==> config.mk <==
export PLATFORM = sky130hd
export DESIGN_NAME = demux_1x2_reg
export DESIGN_NICKNAME = d
export VERILOG_FILES = /design/src/rtl/demux_pkg.sv /design/src/rtl/out_slot.sv /design/src/rtl/demux_1x2_reg.sv
export SDC_FILE = /design/constraint.sdc
export NUM_CORES = 1
export LEC_CHECK = 0
export BUFFER_PORTS_ARGS = -buffer_cell sky130_fd_sc_hd__buf_2
export CAP_MARGIN = 20
export CELL_PAD_IN_SITES_DETAIL_PLACEMENT = 0
export CELL_PAD_IN_SITES_GLOBAL_PLACEMENT = 1
export CORE_MARGIN = 10
export CORE_UTILIZATION = 42
export CTS_CLUSTER_SIZE = 14
export DETAILED_ROUTE_END_ITERATION = 6
export GPL_TIMING_DRIVEN = 1
export PLACE_DENSITY = 0.9
export SYNTH_ARGS = -nofsm -noshare
export SYNTH_HDL_FRONTEND = slang
export SYNTH_SLANG_ARGS = --single-unit
export TNS_END_PERCENT = 1
==> constraint.sdc <==
create_clock -name clk -period 3.1 [get_ports clk]
set_input_delay 0.465 -clock clk [delete_from_list [all_inputs] [get_ports clk]]
set_output_delay 0.465 -clock clk [all_outputs]
set_load 0.01 [all_outputs]
==> src/rtl/demux_pkg.sv <==
// Shared types and defaults for the registered 1-to-2 demultiplexer.
package demux_pkg;

  localparam int DEMUX_WIDTH = 32;
  localparam int DEMUX_CNT_W = 16;

  // Occupancy of a one-entry output slot.
  typedef enum logic {
    SLOT_EMPTY = 1'b0,
    SLOT_FULL  = 1'b1
  } slot_e;

  // A slot can take a new word when it is empty or is being drained this cycle.
  function automatic logic slot_can_load(input slot_e state, input logic drain);
    return (state == SLOT_EMPTY) || drain;
  endfunction

endpackage

==> src/rtl/out_slot.sv <==
// One-entry output buffer with a wrapping count of completed output handshakes.
import demux_pkg::*;

module out_slot #(
  parameter int WIDTH = DEMUX_WIDTH,
  parameter int CNT_W = DEMUX_CNT_W
) (
  input  logic             clk,
  input  logic             rst_n,
  input  logic             flush,
  input  logic             load,
  input  logic [WIDTH-1:0] load_data,
  input  logic             out_ready,
  output logic             out_valid,
  output logic [WIDTH-1:0] out_data,
  output logic [CNT_W-1:0] out_cnt,
  output logic             can_load
);

  slot_e            state_q, state_d;
  logic [WIDTH-1:0] data_q, data_d;
  logic [CNT_W-1:0] cnt_q, cnt_d;
  logic             drain;

  assign drain     = (state_q == SLOT_FULL) && out_ready;
  assign can_load  = slot_can_load(state_q, out_ready);
  assign out_valid = (state_q == SLOT_FULL);
  assign out_data  = data_q;
  assign out_cnt   = cnt_q;

  // Next-state: flush empties the slot and freezes the counter; otherwise load wins over drain.
  always_comb begin
    state_d = state_q;
    data_d  = data_q;
    cnt_d   = cnt_q;
    if (flush) begin
      state_d = SLOT_EMPTY;
    end else begin
      if (drain) begin
        cnt_d = cnt_q + 1'b1;
      end
      if (load) begin
        state_d = SLOT_FULL;
        data_d  = load_data;
      end else if (drain) begin
        state_d = SLOT_EMPTY;
      end
    end
  end

  // Slot registers; reset discards any held word.
  always_ff @(posedge clk or negedge rst_n) begin
    if (!rst_n) begin
      state_q <= SLOT_EMPTY;
      data_q  <= '0;
      cnt_q   <= '0;
    end else begin
      state_q <= state_d;
      data_q  <= data_d;
      cnt_q   <= cnt_d;
    end
  end

endmodule

==> src/rtl/demux_1x2_reg.sv <==
// Registered 1-to-2 demultiplexer: steers each accepted word into port A (sel=1) or port B (sel=0).
import demux_pkg::*;

module demux_1x2_reg #(
  parameter int WIDTH = DEMUX_WIDTH,
  parameter int CNT_W = DEMUX_CNT_W
) (
  input  logic             clk,
  input  logic             rst_n,
  input  logic             flush,
  input  logic [WIDTH-1:0] in_data,
  input  logic             in_sel,
  input  logic             in_valid,
  output logic             in_ready,
  output logic [WIDTH-1:0] a_data,
  output logic             a_valid,
  input  logic             a_ready,
  output logic [CNT_W-1:0] a_cnt,
  output logic [WIDTH-1:0] b_data,
  output logic             b_valid,
  input  logic             b_ready,
  output logic [CNT_W-1:0] b_cnt
);

  logic a_can_load, b_can_load;
  logic a_load, b_load;
  logic sel_free;

  // Only the selected slot gates acceptance, so a stalled port never blocks the other.
  always_comb begin
    sel_free = in_sel ? a_can_load : b_can_load;
    in_ready = rst_n && !flush && sel_free;
    a_load   = in_valid && in_ready && in_sel;
    b_load   = in_valid && in_ready && !in_sel;
  end

  out_slot #(.WIDTH(WIDTH), .CNT_W(CNT_W)) u_slot_a (
    .clk       (clk),
    .rst_n     (rst_n),
    .flush     (flush),
    .load      (a_load),
    .load_data (in_data),
    .out_ready (a_ready),
    .out_valid (a_valid),
    .out_data  (a_data),
    .out_cnt   (a_cnt),
    .can_load  (a_can_load)
  );

  out_slot #(.WIDTH(WIDTH), .CNT_W(CNT_W)) u_slot_b (
    .clk       (clk),
    .rst_n     (rst_n),
    .flush     (flush),
    .load      (b_load),
    .load_data (in_data),
    .out_ready (b_ready),
    .out_valid (b_valid),
    .out_data  (b_data),
    .out_cnt   (b_cnt),
    .can_load  (b_can_load)
  );

endmodule

=== Word level (Yosys, flattened, before mapping) ===
Index checks and enable logic that the tools add are counted.

* Output and inout bits: 99
* Register bits after elaboration: 98
* Input bits: 39

* Add/sub/neg operators: 2
* Mux-type cells: 7
* Bitwise operators: 3
* Reduce and logical (&&, ||, !) cells: 17

{| class="wikitable"
|+ Operators by type and width
! kind !! count
|-
| adder 16 x 1 -> 16 bit (second input constant) || 2
|-
| AND reduction 2 bit || 4
|-
| logical AND 1 bit || 7
|-
| two-way mux 1 bit || 7
|-
| nonzero test 3 bit || 2
|-
| NOT 1 bit || 3
|-
| zero test 1 bit || 2
|-
| logical OR 1 bit || 2
|}

=== Longest topological paths before layout ===
* Depth in word-level cells: 8
* Depth in mapped cells: 6
* Mapped depth without buffers: 5

=== Hierarchy ===
Synthesis repeated with hierarchy kept, for this count alone.

* Cell total of the unflattened synthesis: 277
* Area, all modules: 4053.9 um2

{| class="wikitable"
|+ By module, submodules not included
! module !! area an instance (um2) !! cells an instance !! instances
|-
| out_slot || 1996.9 || 135 || 2
|-
| demux_1x2_reg || 60.1 || 7 || 1
|}

=== Worst setup path before layout ===
OpenSTA, ideal clock, no wires.

* Path kind: input-to-reg
* From: input port flush
* To: register u_slot_b.data_q[10] (netlist: u_slot_b.out_data[10])
* Path buffers: 1
* Setup time: 0.125 ns
* Arrival time: 1.480 ns
* Slack: 1.495 ns
* Data required time: 2.975 ns
* Cell stages on the path: 4
* Cell sequence: nand3b_1 nor3_2 buf_2 mux2_2

* Word-level cells in the longest chain between the ends: 6
* Elaborated cells on any way between the ends: 7
* Those cells by class: bitwise: 1; reduce/logical: 6

{| class="wikitable"
|+ Ends and longest elaborated chain
! item !! RTL line !! source
|-
| from (decl) || demux_1x2_reg.sv:10 || <nowiki>input logic flush,</nowiki>
|-
| zero test 1 bit || demux_1x2_reg.sv:32 || <nowiki>in_ready = rst_n && !flush && sel_free;</nowiki>
|-
| logical AND 1 bit (2 in series) || demux_1x2_reg.sv:32 ||
|-
| logical AND 1 bit (2 in series) || demux_1x2_reg.sv:34 || <nowiki>b_load = in_valid && in_ready && !in_sel;</nowiki>
|-
| AND reduction 2 bit (no source line) (*) || n/a ||
|-
| to (signal assigned) || out_slot.sv:59 || <nowiki>data_q <= data_d;</nowiki>
|-
| to (decl) || out_slot.sv:21 || <nowiki>logic [WIDTH-1:0] data_q, data_d;</nowiki>
|}

Mark *: on every way between the ends. The rest lies on a longest branch, timed or not.
A chain may end at the register's enable or synchronous reset.

=== Worst setup path after layout ===
* From: register u_slot_a.state_q (netlist: u_slot_a.out_valid)
* To: register u_slot_a.data_q[27] (netlist: u_slot_a.out_data[27])

* Word-level cells in the longest chain between the ends: 7

{| class="wikitable"
|+ Ends and longest elaborated chain
! item !! RTL line !! source
|-
| from (decl) || out_slot.sv:20 || <nowiki>slot_e state_q, state_d;</nowiki>
|-
| from (signal assigned) || out_slot.sv:58 || <nowiki>state_q <= state_d;</nowiki>
|-
| NOT 1 bit || demux_pkg.sv:15 || <nowiki>return (state == SLOT_EMPTY) || drain;</nowiki>
|-
| logical OR 1 bit || demux_pkg.sv:15 ||
|-
| two-way mux 1 bit || demux_1x2_reg.sv:31 || <nowiki>sel_free = in_sel ? a_can_load : b_can_load;</nowiki>
|-
| logical AND 1 bit || demux_1x2_reg.sv:32 ||
|-
| logical AND 1 bit (2 in series) || demux_1x2_reg.sv:33 || <nowiki>a_load = in_valid && in_ready && in_sel;</nowiki>
|-
| AND reduction 2 bit (no source line) || n/a ||
|-
| to (signal assigned) || out_slot.sv:59 ||
|-
| to (decl) || out_slot.sv:21 ||
|}

No other way between the ends.

==> impl_metrics.env <==
export IMPL_p_int_mw=2.14
export IMPL_grt_max_degree=56
export IMPL_post_route_period_util_pct=62.9
export IMPL_synth_fp_nets=318
export IMPL_fill_cells=835
export IMPL_die_height_um=117
export IMPL_synth_top_cells_by_area="dfrtp_1 (62%), mux2_2 (18%), xnor2_1 (4.0%)"
export IMPL_p_per_area_mw_per_mm2=622
export IMPL_vias=2658
export IMPL_final_layout_size_suffix_gt1_share_pct=52.8
export IMPL_outcome="finished clean"
export IMPL_hold_viol=0
export IMPL_top_layer="met4"
export IMPL_num_io_pins=138
export IMPL_p_comb_share_pct=21.7
export IMPL_viasPerCell=4.93
export IMPL_hold_path_class="in2async"
export IMPL_final_antenna_net_count=0
export IMPL_fin_nets=464
export IMPL_clk_pin_slew_ps=100
export IMPL_crit_path_start_kind="register"
export IMPL_cts_max_level=3
export IMPL_skew_ps=10.8
export IMPL_post_cts_resized=0
export IMPL_layout_commonest_cell="buf_2"
export IMPL_wl_met1_mm=3.74
export IMPL_io_buffers=137
export IMPL_die_w_um=117
export IMPL_crit_slowest_cell="or2_1"
export IMPL_start_util_pct=42.8
export IMPL_holdWs_ps=209
export IMPL_synth_top_area_share_pct=62.3
export IMPL_postPlaceCellArea_mm2=0.00476
export IMPL_critPathMaxFanout=12
export IMPL_max_stage_delay_ps=460
export IMPL_synth_largest_area_cell="dfrtp_1"
export IMPL_post_drt_wl_per_cell_um=17.0
export IMPL_p_sw_uw=938
export IMPL_antenna_found_initial=0
export IMPL_crit_start="u_slot_a.out_valid"
export IMPL_grt_pass1_wl_mm=14.6
export IMPL_post_place_ws_ps=1030
export IMPL_cts_root_buf="clkbuf_8"
export IMPL_dp_cells=523
export IMPL_setup_ws_ps=1150
export IMPL_wl_met3_um=973
export IMPL_final_cell_area_mm2=0.00495
export IMPL_wl_met2_mm=4.41
export IMPL_grt_setup_unrepaired="false"
export IMPL_cts_num_sinks=98
export IMPL_routed_wl_mm=9.17
export IMPL_drtIter0Drc=102
export IMPL_peakVddDrop_uv=381
export IMPL_cp_arrival_ps=2190
export IMPL_hold_buffers=0
export IMPL_tritoncts="yes"
export IMPL_syn_inst=277
export IMPL_synth_cell_types=30
export IMPL_drc=0
export IMPL_seq_power_share_pct=53.0
export IMPL_worstSetupPathType="reg2reg"
export IMPL_syn2layout_area_growth_pct=25.8
export IMPL_grt_pass1_vias=2956
export IMPL_clk_latency_ps=350
export IMPL_die_area_mm2=0.0136
export IMPL_r2r_start="u_slot_a.out_valid"
export IMPL_critical_path_cell_chain="inv_1, o21ai_0, or2_1, buf_4, mux2_2"
export IMPL_core_mm2=0.00920
export IMPL_worstPathRequired_ps=3340
export IMPL_worst_r2r_setup_slack_ps=1150
export IMPL_period_minus_slack_ps=1950
export IMPL_p_clk_share_pct=25.3
export IMPL_ys_ff_latch=98
export IMPL_tns_ps=0
export IMPL_drt_first_pass_iters=4
export IMPL_ys_warn_count=0
export IMPL_worst_slew_pin_slew_ps=680
export IMPL_stdcell_count=539
export IMPL_cts_buffer_depth=2
export IMPL_fmax_mhz=513
export IMPL_utilization_pct=53.8
export IMPL_mostFrequentLayoutCells="buf_2 (136), dfrtp_1 (98), mux2_2 (62)"
export IMPL_gp_congestion=0.740
export IMPL_endpoint_kind="register"
export IMPL_max_slew_margin_rel_pct=54.7
export IMPL_yosysSeqAreaShare_pct=62.3
export IMPL_row_count=35
export IMPL_syn_area_per_cell_um2=14.2
export IMPL_power_leakage_nw=2.55
export IMPL_numCtsBuffers=9
export IMPL_track_usage_pct=13.5
export IMPL_syn_area_mm2=0.00394
export IMPL_drv_cap=0
export IMPL_setup_viol=0
export IMPL_dp_hpwl_mm=6.99
export IMPL_antenna_cells=0
export IMPL_grt_overflow=0
export IMPL_p_sw_share_pct=30.5
export IMPL_post_cts_setup_buffers=0
export IMPL_finalMaxSlewViolations=0
export IMPL_power_mw=3.08
[cell type report]
cell class	instances	area [um^2]	share of cell area (%)
inverters	3	11.3	0.228
clock inverters	7	62.6	1.26
multi-input cells	169	1440	29.0
repair buffers	142	726	14.7
clock buffers	9	124	2.50
well taps	111	139	2.81
flip-flops and latches	98	2450	49.5
[power by group through the flow]
stage          registers (mW)  logic (mW)  clock network (mW)
6_report                 1.63       0.668               0.780
5_1_grt                  1.66       0.746               0.864
4_1_cts                  1.63       0.689               0.813
3_5_place_dp             1.65       0.690                   0
3_3_place_gp             1.65       0.674                   0
2_1_floorplan            1.75       0.222                   0
[worst max-delay path, delay by kind of cell, from the launching register on]
kind            cells  cell delay, ps
flops               1             440
simple gates        1             460
buf+inv             2             390
compound gates      1             210
mux                 1             350
[per-layer routing]
metal	global-route usage, %	vias up
met5	0	-
met4	2.72	0
met3	7.03	5
met2	22.2	85
met1	15.4	1323
li1	-	1245
[Yosys cell counts (all sizes together)]
library cell  count
mux2             64
nor3              7
nand3b            3
buf               7
inv               3
or2               2
nor4              2
nand2            19
o31ai             1
o21a              1
and3b             2
xnor2            18
nor2b             1
o21ai             1
dfrtp            98
nor3b             2
nand4             4
and3              8
nand3            12
or3b              1
and2              1
xor2             12
nor2              6
ha                2
[kinds of logic (layout without fill, tap and decap cells)]
family                     count (synthesis)  in the layout  share of synthesized area [%]
DFF                                       98             98                           62.3
xor gates and xnor gates                  30             30                           6.68
adders and majority gates                  2              2                          0.636
muxes                                     64             64                           18.3
buffers and inverters                     10            161                           1.37
AOI/OAI and AO/OA                          3              3                          0.509
and+or+nand+nor                           70             70                           10.2
[state kept, by name (all words and copies together), names as in the netlist]
register and count:
u_slot_b.out_valid 1, u_slot_b.out_cnt 16, u_slot_a.out_data 32, u_slot_b.out_data 32, u_slot_a.out_cnt 16, u_slot_a.out_valid 1
[worst paths after layout]
kind / end / cells after the start
max: u_slot_a.out_data[27] / 5
min: u_slot_a.out_data[7] / 2
max reg2reg: u_slot_a.out_data[27] / 5
min reg2reg: u_slot_a.out_cnt[15] / 1
max in group asynchronous: u_slot_b.out_data[4] / 3
min in group clk: u_slot_b.out_data[6] / 2
Note: power is estimated with default switching activity, not from simulation.
